--- src/rtl/ttc_apb_access_lite13.sv ---
//------------------------------------------------------------------------------
// ttc_apb_access_lite13
//
// APB3 slave front end for one triple-timer-counter-lite timer. It turns APB
// transfers into one-cycle register-select strobes plus registered write data
// for ttc_timer_counter_lite13. It also multiplexes the timer's register values
// back onto prdata13, and it pulses clear_interrupt13 after the interrupt
// register has been read.
//
// Ports
//   pclk13, n_p_reset13        clock, asynchronous active-low reset
//   psel13, penable13,
//   pwrite13, paddr13,
//   pwdata13                   APB3 request (only pwdata13[15:0] is used)
//   prdata13, pready13,
//   pslverr13                  APB3 response
//   pwdata_out13               write data held for the timer
//   *_reg_sel13                one-cycle write strobes, one per RW register
//   clear_interrupt13          one-cycle clear pulse after a read of 0x54
//   *_reg13 (inputs)           readback values from the timer
//
// Transfer timing
//   write : setup, access (pready13 high)         -> strobe in the next cycle
//   read  : setup, access/wait, access/done (pready13 high)
//           The readback is sampled in the first access cycle.
//------------------------------------------------------------------------------
module ttc_apb_access_lite13 #(
    parameter int PADDR_W = 8
) (
    input  logic               pclk13,
    input  logic               n_p_reset13,
    input  logic               psel13,
    input  logic               penable13,
    input  logic               pwrite13,
    input  logic [PADDR_W-1:0] paddr13,
    input  logic [31:0]        pwdata13,
    output logic [31:0]        prdata13,
    output logic               pready13,
    output logic               pslverr13,
    output logic [15:0]        pwdata_out13,
    output logic               clk_ctrl_reg_sel13,
    output logic               cntr_ctrl_reg_sel13,
    output logic               interval_reg_sel13,
    output logic               match_1_reg_sel13,
    output logic               match_2_reg_sel13,
    output logic               match_3_reg_sel13,
    output logic               intr_en_reg_sel13,
    output logic               clear_interrupt13,
    input  logic [6:0]         clk_ctrl_reg13,
    input  logic [6:0]         cntr_ctrl_reg13,
    input  logic [15:0]        counter_val_reg13,
    input  logic [15:0]        interval_reg13,
    input  logic [15:0]        match_1_reg13,
    input  logic [15:0]        match_2_reg13,
    input  logic [15:0]        match_3_reg13,
    input  logic [5:0]         interrupt_reg13,
    input  logic [5:0]         interrupt_en_reg13
);

    //--------------------------------------------------------------------------
    // FSM encoding and address map
    //--------------------------------------------------------------------------
    localparam logic [1:0] ST_IDLE    = 2'd0;
    localparam logic [1:0] ST_RD_WAIT = 2'd1;
    localparam logic [1:0] ST_RD_DONE = 2'd2;

    localparam logic [7:0] ADDR_CLK_CTRL  = 8'h00;
    localparam logic [7:0] ADDR_CNTR_CTRL = 8'h0C;
    localparam logic [7:0] ADDR_COUNTER   = 8'h18;
    localparam logic [7:0] ADDR_INTERVAL  = 8'h24;
    localparam logic [7:0] ADDR_MATCH_1   = 8'h30;
    localparam logic [7:0] ADDR_MATCH_2   = 8'h3C;
    localparam logic [7:0] ADDR_MATCH_3   = 8'h48;
    localparam logic [7:0] ADDR_INTR      = 8'h54;
    localparam logic [7:0] ADDR_INTR_EN   = 8'h60;

    // Bit positions in the one-hot write-select vector
    localparam int SEL_CLK_CTRL  = 0;
    localparam int SEL_CNTR_CTRL = 1;
    localparam int SEL_INTERVAL  = 2;
    localparam int SEL_MATCH_1   = 3;
    localparam int SEL_MATCH_2   = 4;
    localparam int SEL_MATCH_3   = 5;
    localparam int SEL_INTR_EN   = 6;

    //--------------------------------------------------------------------------
    // Registers
    //--------------------------------------------------------------------------
    logic [1:0]  r_state;
    logic [31:0] r_rdata_q;      // readback captured in the first access cycle
    logic        r_rd_err;       // captured read targeted an unmapped address
    logic        r_rd_is_intr;   // captured read targeted the interrupt register
    logic [6:0]  r_sel;          // one-hot write strobes
    logic [15:0] r_pwdata_out;
    logic        r_clear;

    //--------------------------------------------------------------------------
    // Wires
    //--------------------------------------------------------------------------
    logic [1:0]  w_state_nxt;
    logic        w_upper_ok;
    logic        w_mapped;
    logic        w_read_only;
    logic        w_is_intr;
    logic [6:0]  w_wr_sel;
    logic [31:0] w_rd_mux;
    logic        w_wr_access;
    logic        w_wr_err;
    logic        w_wr_commit;
    logic        w_rd_setup;
    logic        w_unused_pwdata_hi;

    // Address bits above [7:0] must be zero for any register to match.
    generate
        if (PADDR_W > 8) begin : g_upper
            assign w_upper_ok = ~|paddr13[PADDR_W-1:8];
        end else begin : g_no_upper
            assign w_upper_ok = 1'b1;
        end
    endgenerate

    // The timer registers are at most 16 bits wide.
    assign w_unused_pwdata_hi = ^pwdata13[31:16];

    //--------------------------------------------------------------------------
    // Address decode and readback mux
    //--------------------------------------------------------------------------
    // NOTE: every signal assigned in an always_comb gets a default at the top,
    // so no path through the case statement can leave it unassigned and infer
    // a latch.
    always_comb begin
        w_mapped    = 1'b0;
        w_read_only = 1'b0;
        w_is_intr   = 1'b0;
        w_wr_sel    = '0;
        w_rd_mux    = '0;
        if (w_upper_ok) begin
            case (paddr13[7:0])
                ADDR_CLK_CTRL: begin
                    w_mapped                = 1'b1;
                    w_wr_sel[SEL_CLK_CTRL]  = 1'b1;
                    w_rd_mux                = {25'd0, clk_ctrl_reg13};
                end
                ADDR_CNTR_CTRL: begin
                    w_mapped                = 1'b1;
                    w_wr_sel[SEL_CNTR_CTRL] = 1'b1;
                    w_rd_mux                = {25'd0, cntr_ctrl_reg13};
                end
                ADDR_COUNTER: begin
                    w_mapped                = 1'b1;
                    w_read_only             = 1'b1;
                    w_rd_mux                = {16'd0, counter_val_reg13};
                end
                ADDR_INTERVAL: begin
                    w_mapped                = 1'b1;
                    w_wr_sel[SEL_INTERVAL]  = 1'b1;
                    w_rd_mux                = {16'd0, interval_reg13};
                end
                ADDR_MATCH_1: begin
                    w_mapped                = 1'b1;
                    w_wr_sel[SEL_MATCH_1]   = 1'b1;
                    w_rd_mux                = {16'd0, match_1_reg13};
                end
                ADDR_MATCH_2: begin
                    w_mapped                = 1'b1;
                    w_wr_sel[SEL_MATCH_2]   = 1'b1;
                    w_rd_mux                = {16'd0, match_2_reg13};
                end
                ADDR_MATCH_3: begin
                    w_mapped                = 1'b1;
                    w_wr_sel[SEL_MATCH_3]   = 1'b1;
                    w_rd_mux                = {16'd0, match_3_reg13};
                end
                ADDR_INTR: begin
                    w_mapped                = 1'b1;
                    w_read_only             = 1'b1;
                    w_is_intr               = 1'b1;
                    w_rd_mux                = {26'd0, interrupt_reg13};
                end
                ADDR_INTR_EN: begin
                    w_mapped                = 1'b1;
                    w_wr_sel[SEL_INTR_EN]   = 1'b1;
                    w_rd_mux                = {26'd0, interrupt_en_reg13};
                end
                default: begin
                    w_mapped                = 1'b0;
                end
            endcase
        end
    end

    // A write completes in its first access cycle (zero wait states).
    assign w_wr_access = (r_state == ST_IDLE) & psel13 & penable13 & pwrite13;
    assign w_wr_err    = ~w_mapped | w_read_only;
    assign w_wr_commit = w_wr_access & ~w_wr_err;

    // A read is recognised in its setup cycle. The first access cycle is then
    // RD_WAIT, where the readback is sampled, and the second is RD_DONE. An
    // access-phase read seen in IDLE has no setup that this block observed
    // (for example, a transfer cut off by reset), so it is ignored.
    assign w_rd_setup = (r_state == ST_IDLE) & psel13 & ~penable13 & ~pwrite13;

    //--------------------------------------------------------------------------
    // Next-state logic
    //--------------------------------------------------------------------------
    always_comb begin
        w_state_nxt = ST_IDLE;
        case (r_state)
            ST_IDLE:    w_state_nxt = w_rd_setup ? ST_RD_WAIT : ST_IDLE;
            // If psel13 drops while waiting, the master has abandoned the
            // transfer. Return to IDLE without a response or a clear.
            ST_RD_WAIT: w_state_nxt = psel13 ? ST_RD_DONE : ST_IDLE;
            ST_RD_DONE: w_state_nxt = ST_IDLE;
            default:    w_state_nxt = ST_IDLE;
        endcase
    end

    //--------------------------------------------------------------------------
    // Sequential state
    //--------------------------------------------------------------------------
    // NOTE: state is updated only with non-blocking assignments. Every
    // always_ff block then reads the pre-edge values, so the outcome does not
    // depend on the order in which the simulator runs the blocks.
    always_ff @(posedge pclk13 or negedge n_p_reset13) begin
        if (!n_p_reset13) begin
            r_state      <= ST_IDLE;
            r_rdata_q    <= '0;
            r_rd_err     <= 1'b0;
            r_rd_is_intr <= 1'b0;
            r_sel        <= '0;
            r_pwdata_out <= '0;
            r_clear      <= 1'b0;
        end else begin
            r_state <= w_state_nxt;

            if (r_state == ST_RD_WAIT) begin
                r_rdata_q    <= w_rd_mux;
                r_rd_err     <= ~w_mapped;
                r_rd_is_intr <= w_is_intr;
            end

            // Strobes are high only in the cycle after the write completes.
            r_sel <= w_wr_commit ? w_wr_sel : 7'd0;
            if (w_wr_commit) begin
                r_pwdata_out <= pwdata13[15:0];
            end

            r_clear <= (r_state == ST_RD_DONE) & r_rd_is_intr;
        end
    end

    //--------------------------------------------------------------------------
    // Outputs
    //--------------------------------------------------------------------------
    // pready13 and pslverr13 depend directly on the APB inputs, so they are
    // also gated by reset. This holds them low during reset even when a master
    // is still driving an access phase.
    assign pready13  = n_p_reset13 & (w_wr_access | (r_state == ST_RD_DONE));
    assign pslverr13 = n_p_reset13 & ((w_wr_access & w_wr_err) |
                                      ((r_state == ST_RD_DONE) & r_rd_err));

    // Read data is driven only while a read completes. It is zero for a
    // completing write, for an idle bus and for an unmapped read. An unmapped
    // address already muxes to zero.
    assign prdata13 = (r_state == ST_RD_DONE) ? r_rdata_q : 32'd0;

    assign pwdata_out13        = r_pwdata_out;
    assign clk_ctrl_reg_sel13  = r_sel[SEL_CLK_CTRL];
    assign cntr_ctrl_reg_sel13 = r_sel[SEL_CNTR_CTRL];
    assign interval_reg_sel13  = r_sel[SEL_INTERVAL];
    assign match_1_reg_sel13   = r_sel[SEL_MATCH_1];
    assign match_2_reg_sel13   = r_sel[SEL_MATCH_2];
    assign match_3_reg_sel13   = r_sel[SEL_MATCH_3];
    assign intr_en_reg_sel13   = r_sel[SEL_INTR_EN];
    assign clear_interrupt13   = r_clear;

endmodule

--- config.mk ---
export PLATFORM = sky130hd
export DESIGN_NAME = ttc_apb_access_lite13
export DESIGN_NICKNAME = d
export VERILOG_FILES = /design/src/rtl/ttc_apb_access_lite13.sv
export SDC_FILE = /design/constraint.sdc
export NUM_CORES = 1
export LEC_CHECK = 0
export CORE_AREA = 10 10 101 103
export CTS_BUF_LIST = sky130_fd_sc_hd__clkbuf_16
export DETAILED_ROUTE_END_ITERATION = 6
export DIE_AREA = 0 0 111 113
export PLACE_DENSITY = 0.81
export SLEW_MARGIN = 10
export SYNTH_ARGS = -nofsm -noshare
export SYNTH_HDL_FRONTEND = slang
export SYNTH_SLANG_ARGS = --single-unit
--- constraint.sdc ---
create_clock -name pclk13 -period 6.3 [get_ports pclk13]
set_input_delay 1.575 -clock pclk13 [delete_from_list [all_inputs] [get_ports pclk13]]
set_output_delay 1.575 -clock pclk13 [all_outputs]
set_load 0.005 [all_outputs]
==> results.yml, run 1 <==
outcome:
  status: "complete, no violations"
yosys:
  netlist.area_leader.share_pct: 39.2
  synth.area.top_cells: "dfrtp_1, a22oi_1, and2_1, a222oi_1, buf_4"
  synth-edff-count: 0
  ys_warn_count: 0
  async_flop_share_pct: 100
  syn_area_sq_mm: 0.00281
  ys_seq_area_share_pct: 39.2
  syn_area_per_cell_sq_um: 9.97
  synth_top_area_cell: "dfrtp_1"
  netlist-cell-type-count: 53
  yosys_most_used_dff: "dfrtp_1"
  syn_inst: 282
  ys_ff_latch: 44
floorplan:
  core_sq_mm: 0.00813
  initial_utilization_pct: 34.6
  die-width_um: 111
  rows: 33
  chipHeight_um: 113
  die_area_sq_mm: 0.0125
  io_pins: 209
placement:
  hpwlAfterDp_um: 9780
  place_congestion: 0.902
  post-place-cells: 547
  placed_area_sq_mm: 0.00461
  preCtsSetupSlack_ns: 0.757
  portBuffers: 176
sta:
  fin_crit_ns: 5.57
  rsz0062_at_grt: "no"
  fmax_mhz: 179
  maxSlewHeadroom_pct: 23.4
  timing.final.hold_violations: 0
  final_max_slew_viol_count: 0
  clock-skew-final_ns: 0.00501
  holdWs_ns: 0.489
  fin_crit_sh_pct: 88.5
  worst_pin_slew_ns: 1.15
  worst_slack_ns: 0.726
  setup_viol: 0
  tns_ns: 0
grt:
  grt-ovfl-total: 0
  grt_pass1_wl_um: 18400
  antenna_found_initial: 0
  grt_max_degree: 28
  grt_pass1_vias: 3394
  track_usage_pct: 17.9
critical_path:
  endpoint_kind: "output pin"
  start_kind: "input port"
  cp_top_family: "buffers and inverters"
  path_cells: "clkdlybuf4s50_1 > nor4bb_1 > o21ai_0 > o31ai_4 > o31ai_1 > and2_1 > clkdlybuf4s50_1"
  critPathBufInv: 2
  cp_slowest_stage_delay_ns: 0.74
  path_max_fanout: 18
  slowest_stage: "clkdlybuf4s50_1"
  critPathArrivalTime_ns: 4.00
  crit_required_ns: 4.72
  crit_type: "input port to output pin"
  cpMostUsedCell: "clkdlybuf4s50_1"
job:
  max_cap_viol_count: 0
clock_network:
  cts_max_path_buffers: 2
  path_clk_slew_ns: 0.06
  cts-resized-gates: 0
  cts_num_sinks: 44
  cts_buffers: 5
  clk_latency_ns: 0.27
  tritoncts: "yes"
  htreeDepth: 2
  cts-root-buf: "clkbuf_16"
  cts_hold_buffers: 0
  post_cts_buffers: 0
power_and_ir_drop:
  p_sw_uw: 181
  seqPwrFrac_pct: 41.0
  p_sw_share_pct: 22.5
  leakage_nw: 1.85
  ir_worst_vdd_mv: 0.102
  pwr-share-clk_pct: 34.7
  powerDensity_mw_per_mm2: 169
  combPwrFrac_pct: 24.3
  power.total_uw: 806
  intPower_uw: 625
finish:
  final_cells: 555
  final_area_sq_mm: 0.00477
  fin_util_pct: 58.6
  num_antenna_cells: 0
  fin_nets: 600
  area.growth.synth_to_final_pct: 69.6
  drive_gt1_share_pct: 8.22
  final_cell_mix: "clkdlybuf4s50_1, dfrtp_1, and2_1"
  final_common_cell: "clkdlybuf4s50_1"
min_path:
  hold_class: "flop to flop"
detailed_routing:
  ant_nets: 0
  wl_um: 11900
  drt-pass1-iter-count: 6
  vias_per_cell: 5.39
  drt_iter0_markers: 230
  via_count: 2994
  drc: 0
  drt-wirelength-per-cell_um: 21.4
power groups by stage:
stage	logic, mW	clock network, mW	registers, mW
after floorplan	0.0705	0	0.331
after global placement	0.191	0	0.332
after detailed placement	0.196	0	0.335
after CTS	0.196	0.288	0.330
after global routing	0.212	0.303	0.334
final	0.196	0.280	0.330
final timing paths:
kind | endpoint | start | slack (ns) | cells after the start
max | pslverr13 | paddr13[5] | 0.73 | 7
max in group asynchronous | pwdata_out13[4]$_DFFE_PN0N_ | n_p_reset13 | 4.33 | 2
min reg2reg | r_rd_err$_DFFE_PN0P_ | r_rd_err$_DFFE_PN0P_ | 0.49 | 1
max reg2reg | pwdata_out13[8]$_DFFE_PN0N_ | r_state[1]$_DFF_PN0_ | 4.18 | 4
min | r_rd_err$_DFFE_PN0P_ | r_rd_err$_DFFE_PN0P_ | 0.49 | 1
min in group asynchronous | r_rdata_q[12]$_DFFE_PN0P_ | n_p_reset13 | 1.27 | 1
worst reg2reg max path, cell delays in order, from the launching register on:
cell	delay, ns
dfrtp_1	0.41
nor3b_1	0.26
nand3_1	0.31
o21bai_2	0.59
mux2_1	0.45
cells by family after synthesis:
family	after synthesis	synth area share, %
buffers and inverters	40	8.28
multiplexers	17	7.70
XOR/XNOR	1	0.312
AND/OR/NAND/NOR	100	21.9
other	1	0.133
AO/OA/AOI/OAI	79	22.5
flip-flops	44	39.2
area by class of cell:
| type | count | area (sq um) |
|---|---|---|
| Timing Repair Buffer | 184 | 1820 |
| Inverter | 1 | 3.75 |
| Fill cell | 709 | 3370 |
| Clock buffer | 5 | 125 |
| Tap cell | 105 | 131 |
| Clock inverter | 3 | 37.5 |
| Sequential cell | 44 | 1100 |
| Multi-Input combinational cell | 213 | 1550 |
sequential cells by signal, indices dropped and copies added, names as in the netlist:
name	cells
pwdata_out13	16
r_rdata_q	16
r_sel	7
r_state	2
clear_interrupt13	1
r_rd_err	1
r_rd_is_intr	1
per-layer routing:
| layer | global-route usage [%] | wire (um) | up-vias |
|---|---|---|---|
| met1 | 20.7 | 4950 | 1422 |
| met5 | 0 | 0 | - |
| met2 | 30.6 | 5680 | 176 |
| met4 | 4.69 | 121 | 0 |
| li1 | - | - | 1388 |
| met3 | 6.39 | 1120 | 8 |
synthesized netlist by cell type (2+ instances only):
cell	count
a2111oi_0	2
a211oi_1	3
a21oi_1	3
a221oi_1	3
a222oi_1	13
a22o_1	2
a22oi_1	20
a311oi_1	2
a31oi_1	8
a32o_1	2
a32oi_1	2
and2_1	21
and3_1	2
buf_1	2
buf_2	6
buf_4	16
buf_6	2
clkbuf_1	13
dfrtp_1	44
mux2_1	3
mux2_2	6
mux2_4	7
nand2_1	9
nand2b_1	6
nand3_1	4
nor2_1	19
nor2b_1	9
nor3_1	7
nor3b_1	4
nor4_1	6
nor4_4	2
nor4bb_1	3
o211ai_1	5
o21a_1	5
o21ai_0	3
Note: power is estimated with default switching activity, not from simulation.
==> run 2: changes to the inputs <==
- CORE_AREA: 10 10 101 103 -> 10 10 99 101
- DIE_AREA: 0 0 111 113 -> 0 0 109 111
- PLACE_DENSITY: 0.81 -> 0.84
==> run 2 against run 1 <==
Effect of this change:
- core utilization up 1.4 points
- clock skew decreased by 0.00075 ns
- register-to-register slack gained 0.12 ns
- sequential power about the same
- flip-flop and latch count stayed put
- maximum frequency increased by 0.68%
- critical path type unchanged
- largest power group unchanged
==> results.yml, run 2 (synthesis gave the netlist of run 1 again) <==
critical_path:
  ff2ff_path_depth: 5
  critPathArrivalTime_ns: 3.96
  crit_path_start: "paddr13[5]"
  crit_required_ns: 4.72
  rrSetupSlack_ns: 4.30
  path_max_fanout: 10
  r2r-end: "pwdata_out13[7]$_DFFE_PN0N_"
  endpoint_kind: "output pin"
  crit_type: "input port to output pin"
  r2r-start: "r_state[1]$_DFF_PN0_"
  start_kind: "input port"
min_path:
  whs_path_depth: 1
  hp-start: "r_rdata_q[14]$_DFFE_PN0P_"
  worstHoldEndpoint: "r_rdata_q[14]$_DFFE_PN0P_"
  hold_class: "flop to flop"
detailed_routing:
  vias_per_cell: 5.32
  drt-wirelength-per-cell_um: 20.4
  drt-pass1-iter-count: 7
  via_count: 2966
  drt_iter0_markers: 160
  drc: 0
  wl_um: 11400
  ant_nets: 0
finish:
  area.growth.synth_to_final_pct: 70.1
  final-seq-area_sq_mm: 0.00110
  fin_util_pct: 60.0
  drive_gt1_share_pct: 8.63
  num_antenna_cells: 0
  fin_nets: 602
  final_area_sq_mm: 0.00478
  multi_input_area_sq_mm: 0.00155
  final_common_cell: "clkdlybuf4s50_1"
  fillCellCount: 705
  final_cell_mix: "clkdlybuf4s50_1, dfrtp_1, and2_1"
  final_cells: 557
placement:
  place_congestion: 0.888
  hpwlAfterDp_um: 9460
  post-place-cells: 549
  portBuffers: 176
  placed_area_sq_mm: 0.00462
sta:
  maxSlewHeadroom_pct: 19.3
  setup_viol: 0
  fmax_mhz: 181
  fin_crit_sh_pct: 87.9
  tns_ns: 0
  rsz0062_at_grt: "no"
  worst_pin_slew_ns: 1.21
  final_max_slew_viol_count: 0
  fin_crit_ns: 5.54
  timing.final.hold_violations: 0
  clock-skew-final_ns: 0.00426
power_and_ir_drop:
  combPwrFrac_pct: 24.1
  pwr-share-clk_pct: 35.0
  seqPwrFrac_pct: 40.9
  powerDensity_mw_per_mm2: 169
  p_sw_share_pct: 22.4
  intPower_uw: 626
  ir_worst_vdd_mv: 0.128
  p_sw_uw: 181
  leakage_nw: 1.86
floorplan:
  die-width_um: 109
  initial_utilization_pct: 35.3
  io_pins: 209
  chipHeight_um: 111
  core_sq_mm: 0.00797
  rows: 33
  die_area_sq_mm: 0.0121
clock_network:
  post_cts_buffers: 0
  cts-resized-gates: 0
  cts_max_path_buffers: 2
  htreeDepth: 2
  tritoncts: "yes"
  cts_num_sinks: 44
  cts-root-buf: "clkbuf_16"
  clk_latency_ns: 0.28
  cts_hold_buffers: 0
  cts_buffers: 5
  path_clk_slew_ns: 0.06
job:
  max_cap_viol_count: 0
grt:
  grt-ovfl-total: 0
  grt_max_degree: 28
  track_usage_pct: 17.9
  grt_pass1_wl_um: 17500
  antenna_found_initial: 0
  grt_pass1_vias: 3371
outcome:
  status: "complete, no violations"
==> run 2: cell types whose count changed in the layout (fill, tap and decap cells not counted) <==
cell,before,now
buf_4,8,10
==> run 2: critical path, cell delays in order <==
cell and delay (ns):
clkdlybuf4s50_1 0.72, buf_4 0.23, nor2b_1 0.29, mux2i_1 0.18, o31ai_4 0.25, o31ai_1 0.10
and2_1 0.15, clkdlybuf4s50_1 0.46
==> run 2: worst max-delay path by stage <==
| stage | endpoint | cells after the start | slack [ns] |
|---|---|---|---|
| final | pslverr13 | 8 | 0.76 |
| after global routing | pslverr13 | 8 | 0.62 |
| after CTS | pslverr13 | 8 | 0.79 |
| after detailed placement | pslverr13 | 8 | 0.78 |
| after global placement | pslverr13 | 8 | 0.82 |
| after floorplan | pslverr13 | 5 | 2.01 |
==> run 2: cell type report <==
cell class	instances	share of cell area, %
flip-flops and latches	44	23.0
well taps	105	2.75
clock buffers	5	2.62
inverters	1	0.0785
repair buffers	186	38.3
multi-input cells	213	32.5
clock inverters	3	0.785
==> run 2: per-stage QoR <==
step | hold slack, ns | power, mW | setup WS, ns
after floorplan | 0.438 | 0.402 | 2.01
after global placement | 0.458 | 0.523 | 0.818
after detailed placement | 0.472 | 0.531 | 0.785
after CTS | 0.485 | 0.818 | 0.787
after global routing | 0.502 | 0.847 | 0.625
final | 0.480 | 0.807 | 0.763
==> run 2: routing by layer <==
| layer | share of wire, % | track usage [%] | vias to the layer above |
|---|---|---|---|
| met1 | 40 | 20.0 | 1394 |
| met5 | 0 | 0 | - |
| li1 | - | - | 1390 |
| met2 | 48 | 30.7 | 166 |
| met3 | 10 | 6.86 | 16 |
| met4 | 1.5 | 5.01 | 0 |
==> run 2: power by group through the flow <==
stage | Clock (mW) | Sequential, mW | Combinational (mW)
finish | 0.282 | 0.330 | 0.195
global route | 0.303 | 0.333 | 0.211
CTS | 0.292 | 0.330 | 0.196
detailed placement | 0 | 0.335 | 0.195
global placement | 0 | 0.333 | 0.191
floorplan | 0 | 0.331 | 0.0705
==> run 3: changes to the inputs <==
- PLACE_DENSITY: 0.84 -> 0.83
==> run 3 against run 2 <==
Effect of this change:
- die area stayed put
- final cell count is 0.54% lower
- worst setup slack worse by 0.060 ns
- core utilization is 0.58 points lower
- sequential power hardly changed
- clock skew is 0.0024 ns lower
- routed wire length is 0.49% lower
- first-iteration DRC count is 6.3% higher
- largest power group unchanged
- highest routed layer unchanged
- non-clock buffer count is 3 lower
- clock power is 12% lower
- global-route usage is 0.057 points higher
- critical endpoint unchanged
- largest cell class unchanged
- flip-flop and latch count stayed put
==> results.yml, run 3 (synthesis gave the netlist of run 1 again) <==
critical_path:
  crit_required_ns: 4.72
  slowest_stage: "clkdlybuf4s50_1"
  r2r-end: "pwdata_out13[3]$_DFFE_PN0N_"
  crit_type: "input port to output pin"
  endpoint_kind: "output pin"
  path_cells: "clkdlybuf4s50_1 > nor4bb_1 > o21ai_0 > o31ai_4 > o31ai_1 > and2_1 > clkdlybuf4s50_1"
  ff2ff_path_depth: 4
  rrSetupSlack_ns: 4.21
  r2r-start: "r_state[1]$_DFF_PN0_"
  cpMostUsedCell: "clkdlybuf4s50_1"
  start_kind: "input port"
  path_max_fanout: 18
  critPathArrivalTime_ns: 4.02
  cp_slowest_stage_delay_ns: 0.74
grt:
  track_usage_pct: 18.0
  grt-ovfl-total: 0
  antenna_found_initial: 0
  grt_max_degree: 30
  grt_pass1_wl_um: 17400
  grt_pass1_vias: 3160
floorplan:
  die-width_um: 109
  io_pins: 209
  core_sq_mm: 0.00797
  initial_utilization_pct: 35.3
  chipHeight_um: 111
  die_area_sq_mm: 0.0121
  rows: 33
min_path:
  hold_class: "flop to flop"
  whs_path_depth: 2
  hp-start: "r_rd_is_intr$_DFFE_PN0P_"
  worstHoldEndpoint: "r_rd_is_intr$_DFFE_PN0P_"
finish:
  num_antenna_cells: 0
  final_cells: 554
  fin_util_pct: 59.4
  area.growth.synth_to_final_pct: 68.5
  final_cell_mix: "clkdlybuf4s50_1, dfrtp_1, and2_1"
  fillCellCount: 679
  fin_nets: 599
  drive_gt1_share_pct: 8.24
  final_common_cell: "clkdlybuf4s50_1"
detailed_routing:
  wl_um: 11300
  drt-wirelength-per-cell_um: 20.4
  via_count: 2925
  ant_nets: 0
  vias_per_cell: 5.28
  drt_iter0_markers: 170
  drc: 0
  drt-pass1-iter-count: 6
clock_network:
  cts_hold_buffers: 0
  cts-root-buf: "clkbuf_16"
  post_cts_buffers: 0
  cts-resized-gates: 0
  htreeDepth: 2
  cts_num_sinks: 44
  tritoncts: "yes"
  clk_latency_ns: 0.28
  cts_max_path_buffers: 2
  path_clk_slew_ns: 0.06
  cts_buffers: 5
sta:
  worst_pin_slew_ns: 1.18
  rsz0062_at_grt: "no"
  tns_ns: 0
  fmax_mhz: 179
  fin_crit_sh_pct: 88.8
  clock-skew-final_ns: 0.00187
  worst_slack_ns: 0.703
  timing.final.hold_violations: 0
  final_max_slew_viol_count: 0
  fin_crit_ns: 5.60
  setup_viol: 0
  maxSlewHeadroom_pct: 20.7
  holdWs_ns: 0.472
placement:
  place_congestion: 0.839
  hpwlAfterDp_um: 9310
  preCtsSetupSlack_ns: 0.758
  post-place-cells: 546
  portBuffers: 176
power_and_ir_drop:
  powerDensity_mw_per_mm2: 162
  leakage_nw: 1.83
  ir_worst_vdd_mv: 0.0860
job:
  max_cap_viol_count: 0
outcome:
  status: "complete, no violations"
==> run 3: layout make-up <==
cell class	count	area [sq um]	area share (%)
Tap cell	105	131	2.77
Inverter	1	3.75	0.0792
Clock inverter	3	13.8	0.291
Clock buffer	5	125	2.64
Sequential cell	44	1100	23.2
Timing Repair Buffer	183	1810	38.2
Multi-Input combinational cell	213	1550	32.8
==> run 3: how the worst max path moves through the flow <==
stage / slack (ns) / to / startpoint
detailed placement: 0.76 / pslverr13 / paddr13[5]
CTS: 0.73 / pslverr13 / paddr13[5]
global route: 0.61 / pslverr13 / paddr13[5]
global placement: 0.78 / pslverr13 / paddr13[5]
floorplan: 2.01 / pslverr13 / paddr13[2]
finish: 0.70 / pslverr13 / paddr13[5]
==> run 3: per-stage QoR <==
step | power [mW] | cell area [sq um]
after floorplan | 0.402 | 2870
after global placement | 0.521 | 4600
after detailed placement | 0.528 | 4600
after CTS | 0.777 | 4740
after global routing | 0.808 | 4740
final | 0.769 | 4740
==> run 3: per-layer routing <==
metal / wire (um) / share of wire (%) / vias to the layer above / GRT usage (%)
li1: - / - / 1382 / -
met1: 4550 / 40 / 1368 / 20.9
met2: 5400 / 48 / 165 / 30.3
met3: 1290 / 11 / 10 / 7.21
met4: 76 / 0.67 / 0 / 3.43
met5: 0 / 0 / - / 0
==> run 3: critical path, delay by kind of cell <==
kind                   cells  cell delay, ns
buffers and inverters      2            1.25
AO/OA/AOI/OAI              3            0.75
AND/OR/NAND/NOR            2            0.44
==> run 3: where the power goes <==
| group | internal (mW) | switching, mW |
|---|---|---|
| logic | 0.127 | 0.0660 |
| clock network | 0.144 | 0.103 |
| registers | 0.314 | 0.0156 |
| total | 0.584 | 0.185 |
